**config.mk**
```make
export PLATFORM = sky130hd
export DESIGN_NAME = belt_mp_flat
export DESIGN_NICKNAME = d
export VERILOG_FILES = /design/src/rtl/belt_mp_if.sv /design/src/rtl/belt_mp.sv /design/src/flat_wrapper.sv
export SDC_FILE = /design/constraint.sdc
export NUM_CORES = 1
export LEC_CHECK = 0
export BUFFER_PORTS_ARGS = -buffer_cell sky130_fd_sc_hd__buf_2
export CAP_MARGIN = 20
export CORE_ASPECT_RATIO = 1.5
export CORE_MARGIN = 10
export CORE_UTILIZATION = 28
export DETAILED_ROUTE_END_ITERATION = 10
export SLEW_MARGIN = 10
export SYNTH_ARGS = -nofsm -noshare
export SYNTH_HDL_FRONTEND = slang
export SYNTH_SLANG_ARGS = --single-unit
```
**constraint.sdc**
```tcl
create_clock -name clk -period 8.5 [get_ports clk]
set_clock_uncertainty 0.15 [all_clocks]
set_input_delay 1.7 -clock clk [delete_from_list [all_inputs] [get_ports clk]]
set_output_delay 1.7 -clock clk [all_outputs]
set_load 0.005 [all_outputs]
```
**src/rtl/belt_mp_if.sv**
```systemverilog
// -----------------------------------------------------------------------------
// belt_mp_if
//
// Bundle of drop-side and read-side signals for the multi-port belt.
//
//   flush   discard all live entries (this cycle's drops survive)
//   drop    per-lane drop enable, DROPS bits
//   wdata   lane i data at [i*WIDTH +: WIDTH]
//   rpos    port j belt position at [j*PW +: PW], 0 = newest
//   rdata   port j registered read data at [j*WIDTH +: WIDTH]
//   rvalid  port j: requested position held a live entry
//   count   live entries, saturating at DEPTH
//
// Modports:
//   master  retire/fetch side: drives flush/drop/wdata/rpos, sees results
//   slave   the belt itself
// -----------------------------------------------------------------------------
interface belt_mp_if #(
    parameter int WIDTH = 32,
    parameter int DEPTH = 16,
    parameter int DROPS = 2,
    parameter int READS = 2
);
    localparam int PW = $clog2(DEPTH);

    logic                   flush;
    logic [DROPS-1:0]       drop;
    logic [DROPS*WIDTH-1:0] wdata;
    logic [READS*PW-1:0]    rpos;
    logic [READS*WIDTH-1:0] rdata;
    logic [READS-1:0]       rvalid;
    logic [PW:0]            count;

    modport master (
        output flush,
        output drop,
        output wdata,
        output rpos,
        input  rdata,
        input  rvalid,
        input  count
    );

    modport slave (
        input  flush,
        input  drop,
        input  wdata,
        input  rpos,
        output rdata,
        output rvalid,
        output count
    );
endinterface

```
**src/rtl/belt_mp.sv**
```systemverilog
// -----------------------------------------------------------------------------
// belt_mp
//
// Multi-port belt: a circular operand store where the newest result sits at
// position 0 and older results age toward position DEPTH-1. Up to DROPS
// results may be dropped per cycle and READS independent ports read the belt
// with one cycle of latency.
//
// Ports:
//   clk   rising-edge clock
//   rst   asynchronous, active-high reset (head, count, rdata, rvalid -> 0)
//   bus   belt_mp_if.slave: flush, drop, wdata, rpos in; rdata, rvalid, count out
//
// Storage model: head points at the next slot to write; the entry at belt
// position p lives at slot (head - 1 - p) mod DEPTH. Storage itself is never
// reset, only the bookkeeping around it.
// -----------------------------------------------------------------------------
module belt_mp #(
    parameter int WIDTH = 32,
    parameter int DEPTH = 16,
    parameter int DROPS = 2,
    parameter int READS = 2
) (
    input  logic      clk,
    input  logic      rst,
    belt_mp_if.slave  bus
);
    localparam int PW = $clog2(DEPTH);

    // count plus one cycle of drops can reach 2*DEPTH, one extra bit covers it
    localparam logic [PW+1:0] DEPTH_SUM = (PW+2)'(DEPTH);

    // -------------------------------------------------------------------------
    // Storage and state
    // -------------------------------------------------------------------------
    logic [WIDTH-1:0] mem [DEPTH];

    logic [PW-1:0]    head_q,   head_d;
    logic [PW:0]      count_q,  count_d;
    logic [WIDTH-1:0] rdata_q  [READS];
    logic [WIDTH-1:0] rdata_d  [READS];
    logic [READS-1:0] rvalid_q, rvalid_d;

    // -------------------------------------------------------------------------
    // Unpack the flat lane / port buses
    // -------------------------------------------------------------------------
    logic [WIDTH-1:0] lane_data [DROPS];
    logic [PW-1:0]    port_pos  [READS];

    for (genvar gi = 0; gi < DROPS; gi++) begin : g_lane_unpack
        assign lane_data[gi] = bus.wdata[gi*WIDTH +: WIDTH];
    end

    for (genvar gi = 0; gi < READS; gi++) begin : g_port_unpack
        assign port_pos[gi] = bus.rpos[gi*PW +: PW];
    end

    // -------------------------------------------------------------------------
    // Drop packing: active lanes take consecutive slots starting at head, in
    // ascending lane order, so the highest active lane ends up newest.
    // -------------------------------------------------------------------------
    logic [PW-1:0] lane_slot [DROPS];
    logic [PW:0]   drop_n;

    always_comb begin
        logic [PW:0] acc;
        acc = '0;
        for (int i = 0; i < DROPS; i++) begin
            // acc < DROPS <= DEPTH here, so the low PW bits are the full offset
            lane_slot[i] = head_q + acc[PW-1:0];
            acc          = acc + {{PW{1'b0}}, bus.drop[i]};
        end
        drop_n = acc;
    end

    // -------------------------------------------------------------------------
    // Next-state: head, count, read ports
    // -------------------------------------------------------------------------
    logic [PW+1:0] count_sum;

    always_comb begin
        // drop_n == DEPTH wraps to a zero advance, which is the correct modulo
        head_d    = head_q + drop_n[PW-1:0];

        count_sum = {1'b0, count_q} + {1'b0, drop_n};
        count_d   = count_q;
        if (bus.flush) begin
            // drops in a flush cycle are newer than the flush and survive
            count_d = drop_n;
        end else if (count_sum > DEPTH_SUM) begin
            // overflow is silent: oldest entries were overwritten
            count_d = (PW+1)'(DEPTH);
        end else begin
            count_d = count_sum[PW:0];
        end

        // Reads use pre-edge head, storage and count; a same-cycle drop is
        // not bypassed. Data is returned even for dead positions.
        for (int j = 0; j < READS; j++) begin
            rdata_d[j]  = mem[head_q - PW'(1) - port_pos[j]];
            rvalid_d[j] = ({1'b0, port_pos[j]} < count_q);
        end
    end

    // -------------------------------------------------------------------------
    // Storage write. No reset on the array; the rst gate only keeps a drop
    // coincident with reset from landing.
    // -------------------------------------------------------------------------
    always_ff @(posedge clk) begin
        if (!rst) begin
            for (int i = 0; i < DROPS; i++) begin
                if (bus.drop[i]) begin
                    mem[lane_slot[i]] <= lane_data[i];
                end
            end
        end
    end

    // -------------------------------------------------------------------------
    // Bookkeeping and read registers
    // -------------------------------------------------------------------------
    always_ff @(posedge clk or posedge rst) begin
        if (rst) begin
            head_q   <= '0;
            count_q  <= '0;
            rvalid_q <= '0;
            for (int j = 0; j < READS; j++) begin
                rdata_q[j] <= '0;
            end
        end else begin
            head_q   <= head_d;
            count_q  <= count_d;
            rvalid_q <= rvalid_d;
            for (int j = 0; j < READS; j++) begin
                rdata_q[j] <= rdata_d[j];
            end
        end
    end

    // -------------------------------------------------------------------------
    // Outputs
    // -------------------------------------------------------------------------
    for (genvar gi = 0; gi < READS; gi++) begin : g_port_pack
        assign bus.rdata[gi*WIDTH +: WIDTH] = rdata_q[gi];
    end

    assign bus.rvalid = rvalid_q;
    assign bus.count  = count_q;

endmodule

```
**src/flat_wrapper.sv**
```systemverilog
// flat-port wrapper written by rule: the top's interface ports become plain ports
module belt_mp_flat 
#(
    parameter int WIDTH = 32,
    parameter int DEPTH = 16,
    parameter int DROPS = 2,
    parameter int READS = 2
)
  (clk, rst, bus_flush, bus_drop, bus_wdata, bus_rpos, bus_rdata, bus_rvalid, bus_count);
  belt_mp_if #(.WIDTH(WIDTH), .DEPTH(DEPTH), .DROPS(DROPS), .READS(READS)) bus_i ();
  input  logic clk;
  input  logic rst;
  input wire logic [$bits(bus_i.flush)-1:0] bus_flush;
  input wire logic [$bits(bus_i.drop)-1:0] bus_drop;
  input wire logic [$bits(bus_i.wdata)-1:0] bus_wdata;
  input wire logic [$bits(bus_i.rpos)-1:0] bus_rpos;
  output wire logic [$bits(bus_i.rdata)-1:0] bus_rdata;
  output wire logic [$bits(bus_i.rvalid)-1:0] bus_rvalid;
  output wire logic [$bits(bus_i.count)-1:0] bus_count;
  assign bus_i.flush = bus_flush;
  assign bus_i.drop = bus_drop;
  assign bus_i.wdata = bus_wdata;
  assign bus_i.rpos = bus_rpos;
  assign bus_rdata = bus_i.rdata;
  assign bus_rvalid = bus_i.rvalid;
  assign bus_count = bus_i.count;
  belt_mp #(.WIDTH(WIDTH), .DEPTH(DEPTH), .DROPS(DROPS), .READS(READS)) u_core (.clk(clk), .rst(rst), .bus(bus_i));
endmodule
```
==> impl_metrics.csv <==
group,metric,value,unit
outcome,status,"finished, final reports clean",
pwr,p_seq_share,24.9,%
critical_path,path_class,"input pin to flip-flop",
die,coreArea,0.116,mm²
place,portBuffers,147,
cells_and_area,mostFrequentLayoutCell,"edfxtp_1",
pwr,power_frac_clock,18.2,%
place,place_congestion,0.816,
timing,finalHoldViolCount,0,
yosys,yosysWarnings,0,
routing,viasPerCell,5.34,
pwr,ir_drop,0.579,mV
timing,fmax,212,MHz
global_route,grt_pass1_vias,20900,
die,rows,153,
routing,drt_drc_violations_left,0,
timing,setup_viol,0,
clocking,cts-root-buf,"clkbuf_16",
die,fp.dieH,439,µm
yosys,yosysSeqAreaShare,52.6,%
routing,initialDrtViolationCount,1784,
routing,drt_wl_total,106,mm
cells_and_area,stdcell_area,0.0375,mm²
cells_and_area,multi_input_area,0.0149,mm²
pwr,pwr-share-comb,56.9,%
critical_path,endpoint_kind,"flip-flop",
pwr,leakage,12.6,nW
global_route,antenna_found_initial,22,
worst_hold_path,hold_class,"flip-flop to flip-flop",
clocking,cts_buffer_depth,3,
clocking,clk_pin_slew,0.06,ns
pwr,p_int,9.38,mW
timing,fin_crit,4.72,ns
die,io_pins,148,
critical_path,cp-start-kind,"input pin",
clocking,cts.sink_count,587,
timing,tightest_slew,1.15,ns
cells_and_area,register_area,0.0173,mm²
clocking,postCtsSetupBuffers,0,
yosys,synthesis.nets,1990,
clocking,cts-htree-levels,2,
yosys,synth_seq_cells,587,
cells_and_area,final_nets,2056,
critical_path,critical_path_required,8.67,ns
critical_path,arrival,4.89,ns
critical_path,cpMostUsedCell,"ha_1",
routing,firstDrtPassIters,5,
routing,final_antenna_net_count,0,
timing,finalMaxSlewViolations,0,
run,max-cap-violations,0,
global_route,overflow,0,
cells_and_area,post-route-util,32.2,%
global_route,gr-usage-all-layers,15.8,%
routing,detail_route.wl_per_cell,29.7,µm
critical_path,max_stage_delay,0.86,ns
global_route,grt_pass1_wl,153,mm
clocking,postCtsHoldBufs,0,
timing,period_share,55.5,%
place,hpwl,63.7,mm
timing,grt_setup_unrepaired,"no",
critical_path,cpMaxStageDelayCell,"nor2b_4",
timing,relSlewSlack,23.1,%
yosys,async_reset_ff_share,12.8,%
clocking,numCtsBuffers,61,
clocking,cts.repair.resized,0,
global_route,grt_start_max_net_pins,103,
clocking,cts_tree,"yes",
pwr,switching_share,41.2,%
critical_path,crit_chain,"buf_2 -> ha_1 -> ha_1 -> nand4_1 -> nor2b_4 -> o21bai_4 -> buf_4",
clocking,insertion_delay,0.66,ns
yosys,yosysUniqueCellTypes,42,
pwr,switching_power,6.57,mW
routing,vias,19000,
pwr,powerDensity,426,mW/mm²
die,floorplan.die_area,0.131,mm²
cells_and_area,area_growth,14.2,%
cells_and_area,fill_cells,11200,
yosys,synth_area,0.0328,mm²
die,die_w,299,µm
place,placed_cell_area,0.0353,mm²
yosys,avgSynthCellArea,17.4,µm²
critical_path,path_max_fanout,17,
cells_and_area,drive_gt1_share,52.6,%
timing,fin_setup_tns,0,ns
yosys,synthCells,1886,
die,initial_utilization,28.2,%
cells_and_area,layout_common_cells,"edfxtp_1, mux2_2, mux4_2",
yosys,synthFlopType,"edfxtp_1",
yosys,synth_edf_count,512,
final cells by class:
cell class	instances	area share, %
Clock inverter	32	1.07
Timing Repair Buffer	195	2.99
Multi-Input combinational cell	1095	39.9
Antenna cell	10	0.0668
Inverter	12	0.127
Tap cell	1550	5.18
Sequential cell	587	46.1
Clock buffer	84	4.61
cells in the mapped netlist (25+ instances only):
cell type	instances	area (µm²)
mux2_2	458	5160
buf_2	49	245
buf_4	30	225
mux4_2	258	5810
mux2i_1	186	1860
clkbuf_1	110	413
mux2_1	57	642
dfrtp_1	75	1880
edfxtp_1	512	15400
ha_1	25	313
path summary, 6_finish.rpt:
kind                                                from                        endpoint  slack [ns]  cells after the start
setup / recovery                             bus_drop[0]     u_core.mem[7][30]$_DFFE_PP_        3.78                      7
hold reg to reg            u_core.bus.count[4]$_DFF_PP0_  u_core.bus.rvalid[0]$_DFF_PP0_        0.50                      1
hold / removal             u_core.bus.count[4]$_DFF_PP0_  u_core.bus.rvalid[0]$_DFF_PP0_        0.50                      1
min in group asynchronous                            rst  u_core.bus.rdata[53]$_DFF_PP0_        0.96                      2
setup reg to reg              u_core.head_q[0]$_DFF_PP0_   u_core.bus.rdata[4]$_DFF_PP0_        4.13                      7
max in group asynchronous                            rst  u_core.bus.rdata[30]$_DFF_PP0_        5.94                      3
cells by family (layout without fill, tap and decap cells):
logic type	count (synthesis)	in the layout	share of synthesized area [%]
mux	959	959	41.1
flops	587	587	52.6
buf+inv	204	323	2.93
simple gates	56	56	0.942
compound gates	38	38	0.786
fa+ha+maj	27	27	1.08
xor+xnor	15	15	0.561
other cells	0	10	0
metrics by stage:
stage          hold slack (ns)  setup WS (ns)  instances  total power, mW
2_1_floorplan            0.424           2.29       1886             10.1
3_3_place_gp             0.447           3.07       3439             13.1
3_5_place_dp             0.475           3.06       3439             13.2
4_1_cts                  0.490           3.76       3555             16.2
5_1_grt                  0.533           3.61       3560             16.6
6_report                 0.497           3.78       3565             15.9
routing by layer:
metal	track usage, %	share of wire (%)	vias up
li1	-	-	7845
met1	18.0	37	10300
met2	29.1	53	687
met3	2.72	5.8	233
met4	6.34	4.0	12
met5	0	0.065	-
power by group through the flow:
stage	clock network (mW)	logic [mW]	registers, mW
final	2.90	9.08	3.98
after global routing	3.05	9.58	4.02
after CTS	2.95	9.21	3.99
after detailed placement	0	9.17	4.05
after global placement	0	9.12	4.03
after floorplan	0	6.15	3.93
state kept, by name, summed over array words and instances (netlist names):
register,flops
u_core.bus.count,5
u_core.bus.rdata,64
u_core.mem,512
u_core.head_q,4
u_core.bus.rvalid,2
critical path: cells and delay by family:
family	cells	cell delay [ns]
AND/OR/NAND/NOR	2	1.55
adder cells (fa/ha/maj)	2	0.60
buffers and inverters	2	0.56
AO/OA/AOI/OAI	1	0.44
Note: power is estimated with default switching activity, not from simulation.
